[src/rtl/lattice_sweep_ctrl_pkg.sv]
// rtl/lattice_sweep_ctrl_pkg.sv - shared types and helpers for the lattice sweep sequencer
package lattice_sweep_ctrl_pkg;

    typedef enum logic [2:0] {
        ST_IDLE,
        ST_INIT,
        ST_SWEEP,
        ST_DRAIN,
        ST_FIN
    } state_e;

    localparam int LANES = 4;

    // ceil((x+1)/LANES): node groups in a layer whose top node index is x
    function automatic logic [16:0] group_count(input logic [16:0] x);
        logic [17:0] sum;
        sum = {1'b0, x} + 18'd4;
        return sum[18-1:2];
    endfunction

    // lane i of group grp is live iff its node index 4*grp+i does not exceed s
    function automatic logic [LANES-1:0] lane_mask(input logic [16:0] grp, input logic [15:0] s);
        logic [LANES-1:0] m;
        logic [18:0]      node;
        m = '0;
        for (int i = 0; i < LANES; i++) begin
            node = {grp, 2'b00} + 19'(i);
            m[i] = (node <= {3'b000, s});
        end
        return m;
    endfunction

endpackage

[src/rtl/lattice_wr_delay.sv]
// rtl/lattice_wr_delay.sv - DEPTH-deep write token delay line matching node-memory read latency
module lattice_wr_delay
    import lattice_sweep_ctrl_pkg::*;
#(
    parameter int DEPTH = 1,
    parameter int AW    = 8
) (
    input  logic             clk,
    input  logic             rst_n,
    input  logic             in_valid,
    input  logic [AW-1:0]    in_addr,
    input  logic [LANES-1:0] in_mask,
    input  logic [15:0]      in_step,
    output logic             out_valid,
    output logic [AW-1:0]    out_addr,
    output logic [LANES-1:0] out_mask,
    output logic [15:0]      out_step
);

    logic [DEPTH-1:0] valid_q;
    logic [AW-1:0]    addr_q [DEPTH];
    logic [LANES-1:0] mask_q [DEPTH];
    logic [15:0]      step_q [DEPTH];

    always_ff @(posedge clk or negedge rst_n) begin
        if (!rst_n) begin
            valid_q <= '0;
            for (int i = 0; i < DEPTH; i++) begin
                addr_q[i] <= '0;
                mask_q[i] <= '0;
                step_q[i] <= '0;
            end
        end else begin
            valid_q[0] <= in_valid;
            addr_q[0]  <= in_addr;
            mask_q[0]  <= in_mask;
            step_q[0]  <= in_step;
            for (int i = 1; i < DEPTH; i++) begin
                valid_q[i] <= valid_q[i-1];
                addr_q[i]  <= addr_q[i-1];
                mask_q[i]  <= mask_q[i-1];
                step_q[i]  <= step_q[i-1];
            end
        end
    end

    assign out_valid = valid_q[DEPTH-1];
    assign out_addr  = addr_q[DEPTH-1];
    assign out_mask  = mask_q[DEPTH-1];
    assign out_step  = step_q[DEPTH-1];

endmodule

[src/rtl/lattice_sweep_ctrl.sv]
// rtl/lattice_sweep_ctrl.sv - backward-induction sweep sequencer for the 4-lane binomial lattice
// Optional LATTICE_SWEEP_PERF_EN adds a saturating busy-cycle counter output perf_cycles.
module lattice_sweep_ctrl
    import lattice_sweep_ctrl_pkg::*;
#(
    parameter int ADDR_W = 8,
    parameter int RD_LAT = 1
) (
    input  logic              clk,
    input  logic              rst_n,
    input  logic              start,
    input  logic [15:0]       num_steps,
    output logic              busy,
    output logic              done,
    output logic              err,
    output logic              init_en,
    output logic              rd_en,
    output logic [ADDR_W-1:0] rd_addr,
    output logic              wr_en,
    output logic [ADDR_W-1:0] wr_addr,
    output logic [LANES-1:0]  wr_mask,
    output logic              rd_bank,
    output logic              wr_bank,
    output logic [15:0]       wr_step
`ifdef LATTICE_SWEEP_PERF_EN
    ,
    output logic [31:0]       perf_cycles
`endif
);

    localparam logic [16:0] MAX_GROUPS = 17'(2 ** ADDR_W);

    state_e            state_q, state_d;
    logic [15:0]       n_q, n_d, s_q, s_d;
    logic [ADDR_W:0]   k_q, k_d;
    logic              err_q, err_d;

    logic [16:0]       w_n, w_s, r_s, k_ext, grp;
    logic              too_big, push;
    logic              dl_valid;
    logic [ADDR_W-1:0] dl_addr;
    logic [LANES-1:0]  dl_mask;
    logic [15:0]       dl_step;

    assign w_n     = group_count({1'b0, n_q});
    assign w_s     = group_count({1'b0, s_q});
    assign r_s     = group_count({1'b0, s_q} + 17'd1);
    assign k_ext   = 17'(k_q);
    assign grp     = k_ext - 17'd1;
    // the read window of layer N+1 must fit the group address space
    assign too_big = group_count({1'b0, num_steps} + 17'd1) > MAX_GROUPS;
    assign push    = (state_q == ST_SWEEP) && (k_q != '0);

    lattice_wr_delay #(.DEPTH(RD_LAT), .AW(ADDR_W)) u_wr_delay (
        .clk       (clk),
        .rst_n     (rst_n),
        .in_valid  (push),
        .in_addr   (push ? grp[ADDR_W-1:0] : '0),
        .in_mask   (push ? lane_mask(grp, s_q) : '0),
        .in_step   (push ? s_q : '0),
        .out_valid (dl_valid),
        .out_addr  (dl_addr),
        .out_mask  (dl_mask),
        .out_step  (dl_step)
    );

    always_ff @(posedge clk or negedge rst_n) begin
        if (!rst_n) begin
            state_q <= ST_IDLE;
            n_q     <= '0;
            s_q     <= '0;
            k_q     <= '0;
            err_q   <= 1'b0;
        end else begin
            state_q <= state_d;
            n_q     <= n_d;
            s_q     <= s_d;
            k_q     <= k_d;
            err_q   <= err_d;
        end
    end

    always_comb begin
        state_d = state_q;
        n_d     = n_q;
        s_d     = s_q;
        k_d     = k_q;
        err_d   = 1'b0;
        unique case (state_q)
            ST_IDLE: begin
                if (start) begin
                    if (too_big) begin
                        err_d = 1'b1;
                    end else begin
                        n_d     = num_steps;
                        k_d     = '0;
                        state_d = ST_INIT;
                    end
                end
            end
            ST_INIT: begin
                if (k_ext == w_n - 17'd1) begin
                    k_d     = '0;
                    s_d     = n_q - 16'd1;
                    state_d = (n_q == '0) ? ST_FIN : ST_SWEEP;
                end else begin
                    k_d = k_q + 1'b1;
                end
            end
            ST_SWEEP: begin
                if (k_ext == w_s) begin
                    k_d     = '0;
                    state_d = ST_DRAIN;
                end else begin
                    k_d = k_q + 1'b1;
                end
            end
            ST_DRAIN: begin
                // the next layer may only read once this layer's last write has left the delay line
                if (k_ext == 17'(RD_LAT - 1)) begin
                    k_d     = '0;
                    s_d     = s_q - 16'd1;
                    state_d = (s_q == '0) ? ST_FIN : ST_SWEEP;
                end else begin
                    k_d = k_q + 1'b1;
                end
            end
            ST_FIN:  state_d = ST_IDLE;
            default: state_d = ST_IDLE;
        endcase
    end

    always_comb begin
        busy    = (state_q == ST_INIT) || (state_q == ST_SWEEP) || (state_q == ST_DRAIN);
        done    = (state_q == ST_FIN);
        err     = err_q;
        init_en = (state_q == ST_INIT);
        rd_en   = (state_q == ST_SWEEP) && (k_ext < r_s);
        rd_addr = rd_en ? k_q[ADDR_W-1:0] : '0;
        rd_bank = rd_en & ~s_q[0];
        wr_en   = dl_valid;
        wr_addr = dl_addr;
        wr_mask = dl_mask;
        wr_step = dl_step;
        wr_bank = dl_step[0];
        if (state_q == ST_INIT) begin
            wr_en   = 1'b1;
            wr_addr = k_q[ADDR_W-1:0];
            wr_mask = lane_mask(k_ext, n_q);
            wr_step = n_q;
            wr_bank = n_q[0];
        end
    end

`ifdef LATTICE_SWEEP_PERF_EN
    logic [31:0] perf_q;

    always_ff @(posedge clk or negedge rst_n) begin
        if (!rst_n) begin
            perf_q <= '0;
        end else if ((state_q == ST_IDLE) && start && !too_big) begin
            perf_q <= '0;
        end else if (busy && (perf_q != '1)) begin
            perf_q <= perf_q + 32'd1;
        end
    end

    assign perf_cycles = perf_q;
`endif

endmodule

[config.mk]
export PLATFORM = sky130hd
export DESIGN_NAME = lattice_sweep_ctrl
export DESIGN_NICKNAME = d
export VERILOG_FILES = /design/src/rtl/lattice_sweep_ctrl_pkg.sv /design/src/rtl/lattice_wr_delay.sv /design/src/rtl/lattice_sweep_ctrl.sv
export SDC_FILE = /design/constraint.sdc
export NUM_CORES = 1
export LEC_CHECK = 0
export CORE_MARGIN = 3
export CORE_UTILIZATION = 53
export CTS_CLUSTER_SIZE = 14
export DETAILED_ROUTE_END_ITERATION = 12
export PLACE_DENSITY_LB_ADDON = 0.25
export SYNTH_ARGS = -nofsm -noshare
export SYNTH_HDL_FRONTEND = slang
export SYNTH_HIERARCHICAL = 1
export SYNTH_SLANG_ARGS = --single-unit
[constraint.sdc]
create_clock -name clk -period 3.55 [get_ports clk]
set_input_delay 0.8875 -clock clk [delete_from_list [all_inputs] [get_ports clk]]
set_output_delay 0.8875 -clock clk [all_outputs]
set_load 0.01 [all_outputs]
==> results.sh <==
export IMPL_status="finished, violations left"
export IMPL_violations="negative setup slack"
export IMPL_ir_worst_vdd_mv=0.860
export IMPL_synth_edf_count=0
export IMPL_clock_skew_ns=0.00706
export IMPL_row_count=40
export IMPL_clock_latency_ns=0.35
export IMPL_powerDensity_mw_per_mm2=787
export IMPL_tightest_slew_ns=0.996
export IMPL_die_w_um=118
export IMPL_arrival_ns=2.99
export IMPL_htreeDepth=3
export IMPL_rsz0062_at_grt="yes"
export IMPL_dieArea_mm2=0.0139
export IMPL_r2r_slack_ns=-0.10
export IMPL_reg2regPathDepth=11
export IMPL_most_common_layout_cells="134 x buf_4, 95 x nand2_1, 72 x dfrtp_1"
export IMPL_maxSlewHeadroom_pct=33.6
export IMPL_min_to="n_q[5]"
export IMPL_use_met2_pct=56.3
export IMPL_remaining_drc_errors=0
export IMPL_insertedDiodeCount=0
export IMPL_fin_crit_ns=3.87
export IMPL_drive_gt1_share_pct=24.6
export IMPL_holdCritStartpoint="n_q[5]"
export IMPL_ioPinCount=63
export IMPL_final_common_cell="buf_4"
export IMPL_end_kind="output port"
export IMPL_drt_initial_drc_count=828
export IMPL_tns_ns=-2.87
export IMPL_whs_path_depth=2
export IMPL_grt_pass1_vias=7155
export IMPL_viasPerCell=6.41
export IMPL_syn_nets=924
export IMPL_ys_ff_latch=74
export IMPL_cp_required_ns=2.66
export IMPL_core_area_mm2=0.0121
export IMPL_synth_warning_count=6
export IMPL_firstDrtPassIters=6
export IMPL_vias=7584
export IMPL_antenna_found_initial=0
export IMPL_critPathKind="flip-flop to output port"
export IMPL_ys_types=75
export IMPL_drt_antenna_violating_nets=0
export IMPL_clockRootBuffer="clkbuf_16"
export IMPL_grt_usage_pct=36.0
export IMPL_max_freq_ghz=0.258
export IMPL_power_mw=6.96
export IMPL_grt_pass1_wl_um=39100
export IMPL_gp_congestion=0.994
export IMPL_whs_ns=0.587
export IMPL_min_period_over_period_pct=109
export IMPL_gr_usage_met1_pct=45.3
export IMPL_p_leak_nw=3.96
export IMPL_path_max_fanout=6
export IMPL_use_met3_pct=9.95
export IMPL_hold_path_class="flip-flop to flip-flop"
export IMPL_fin_nets=1073
export IMPL_syn_instance_count=862
export IMPL_syn_area_mm2=0.00664
export IMPL_cts_sinks=74
export IMPL_start_util_pct=54.9
export IMPL_final_setup_worst_slack_ns=-0.324
export IMPL_finalHoldViolations=0
export IMPL_wirelength_um=26200
export IMPL_die_y_um=118
export IMPL_async_flop_share_pct=100
export IMPL_clk_path_buf_depth=2
export IMPL_io_buffers=62
export IMPL_synth_ff_type="dfrtp_1"
export IMPL_fill_cells=965
export IMPL_hpwlAfterDp_um=19200
export IMPL_r2r_end="s_q[0]"
export IMPL_cts_buffers=9
export IMPL_reg2reg_from="n_q[3]"
export IMPL_worst_setup_path_start_kind="flip-flop"
export IMPL_grt_max_degree=75
export IMPL_wl_per_cell_um=22.1
export IMPL_setup_violations=13
export IMPL_drv_slew=0
export IMPL_cap_violations=0
export IMPL_cts_tree="yes"
export IMPL_synth_yosys_seq_area_share_pct=27.9
export IMPL_clkTransAtPathRegs_ns=0.06
export IMPL_syn_to_final_growth_pct=33.3
export IMPL_grt_overflow=0
export IMPL_grt_busiest_layer="met2"
export IMPL_syn_area_per_cell_um2=7.71
-- synth_stat cells, types with 14 or more instances --
library cell	instances	share of area, %
o21ai_0	59	4.4
nand3_1	28	2.1
nand4_1	22	2.1
nor4_1	14	1.3
and2_1	18	1.7
a21oi_1	53	4.0
a31oi_1	14	1.3
ha_1	43	8.1
xnor2_1	37	4.9
dfrtp_1	74	28
nor2_1	66	3.7
clkbuf_1	44	2.5
nor3_1	41	3.1
nand2_1	95	5.4
inv_1	45	2.5
-- state kept, by name, indices dropped and copies added, names as in the netlist --
register and cells:
n_q 16, err 1, u_wr_delay/out_addr 8, u_wr_delay/out_valid 1, u_wr_delay/out_step 16, state_q 3, u_wr_delay/out_mask 4, s_q 16
k_q 9
-- metrics by stage --
| step | area, um^2 | std cells | worst slack, ns | util, % |
|---|---|---|---|---|
| 2_1_floorplan | 6650 | 862 | 0.0204 | - |
| 3_3_place_gp | 8130 | 1148 | -0.560 | 67.1 |
| 3_5_place_dp | 8130 | 1148 | -0.686 | 67.1 |
| 4_1_cts | 8490 | 1167 | -0.315 | 70.1 |
| 5_1_grt | 8850 | 1183 | -0.436 | 73.1 |
| 6_report | 8850 | 1183 | -0.324 | 73.1 |
-- how the worst max path moves through the flow --
stage / start / endpoint / slack (ns)
4_1_cts: s_q[2] / rd_addr[6] / -0.31
3_5_place_dp: s_q[2] / rd_addr[6] / -0.69
2_1_floorplan: s_q[2] / rd_addr[2] / 0.02
5_1_grt: s_q[2] / rd_bank / -0.44
3_3_place_gp: s_q[2] / rd_addr[2] / -0.56
6_report: s_q[2] / rd_addr[6] / -0.32
-- report_power, final --
part / internal (mW) / switching (mW)
registers: 1.10 / 0.242
clock network: 0.471 / 0.399
logic: 2.10 / 2.65
-- worst max-delay path, cell delays in order, from the launching register on --
cell      delay, ns
dfrtp_1        0.43
ha_2           0.22
a31oi_4        0.16
xnor2_1        0.15
ha_1           0.26
a21boi_1       0.14
o21ai_1        0.16
a21boi_1       0.08
o2111a_1       0.26
o311a_4        0.37
nor2_4         0.14
and2_1         0.13
buf_2          0.13
-- what timing repair did --
item,4_1_cts,5_1_grt
cloned,0,2
hold buffers,0,0
setup endpoints to repair,23,39
setup buffers,4,14
gates resized for setup,76,64
pin swaps,17,14
-- per-layer routing --
layer	wire length, um	part of all wire, %
met1	10200	39
met5	0	0
met3	2550	9.7
met2	11900	45
met4	1510	5.8
-- cell type report --
class / instances / area, um^2 / share of cell area (%)
Tap cell: 168 / 210 / 2.37
Clock inverter: 6 / 42.5 / 0.480
Inverter: 45 / 169 / 1.91
Timing Repair Buffer: 202 / 1670 / 18.9
Clock buffer: 9 / 225 / 2.54
Sequential cell: 74 / 1850 / 20.9
Multi-Input combinational cell: 679 / 4680 / 52.9
-- kinds of logic (layout without fill, tap and decap cells) --
| family | count (synthesis) | in the layout | synth area share [%] |
|---|---|---|---|
| adders and majority gates | 43 | 43 | 8.10 |
| AOI/OAI and AO/OA | 222 | 224 | 21.5 |
| xor gates and xnor gates | 49 | 49 | 6.46 |
| buffers and inverters | 111 | 262 | 6.97 |
| muxes | 13 | 13 | 2.07 |
| DFF | 74 | 74 | 27.9 |
| and+or+nand+nor | 350 | 350 | 27.1 |
No activity file was read; power rests on OpenSTA's default activity.
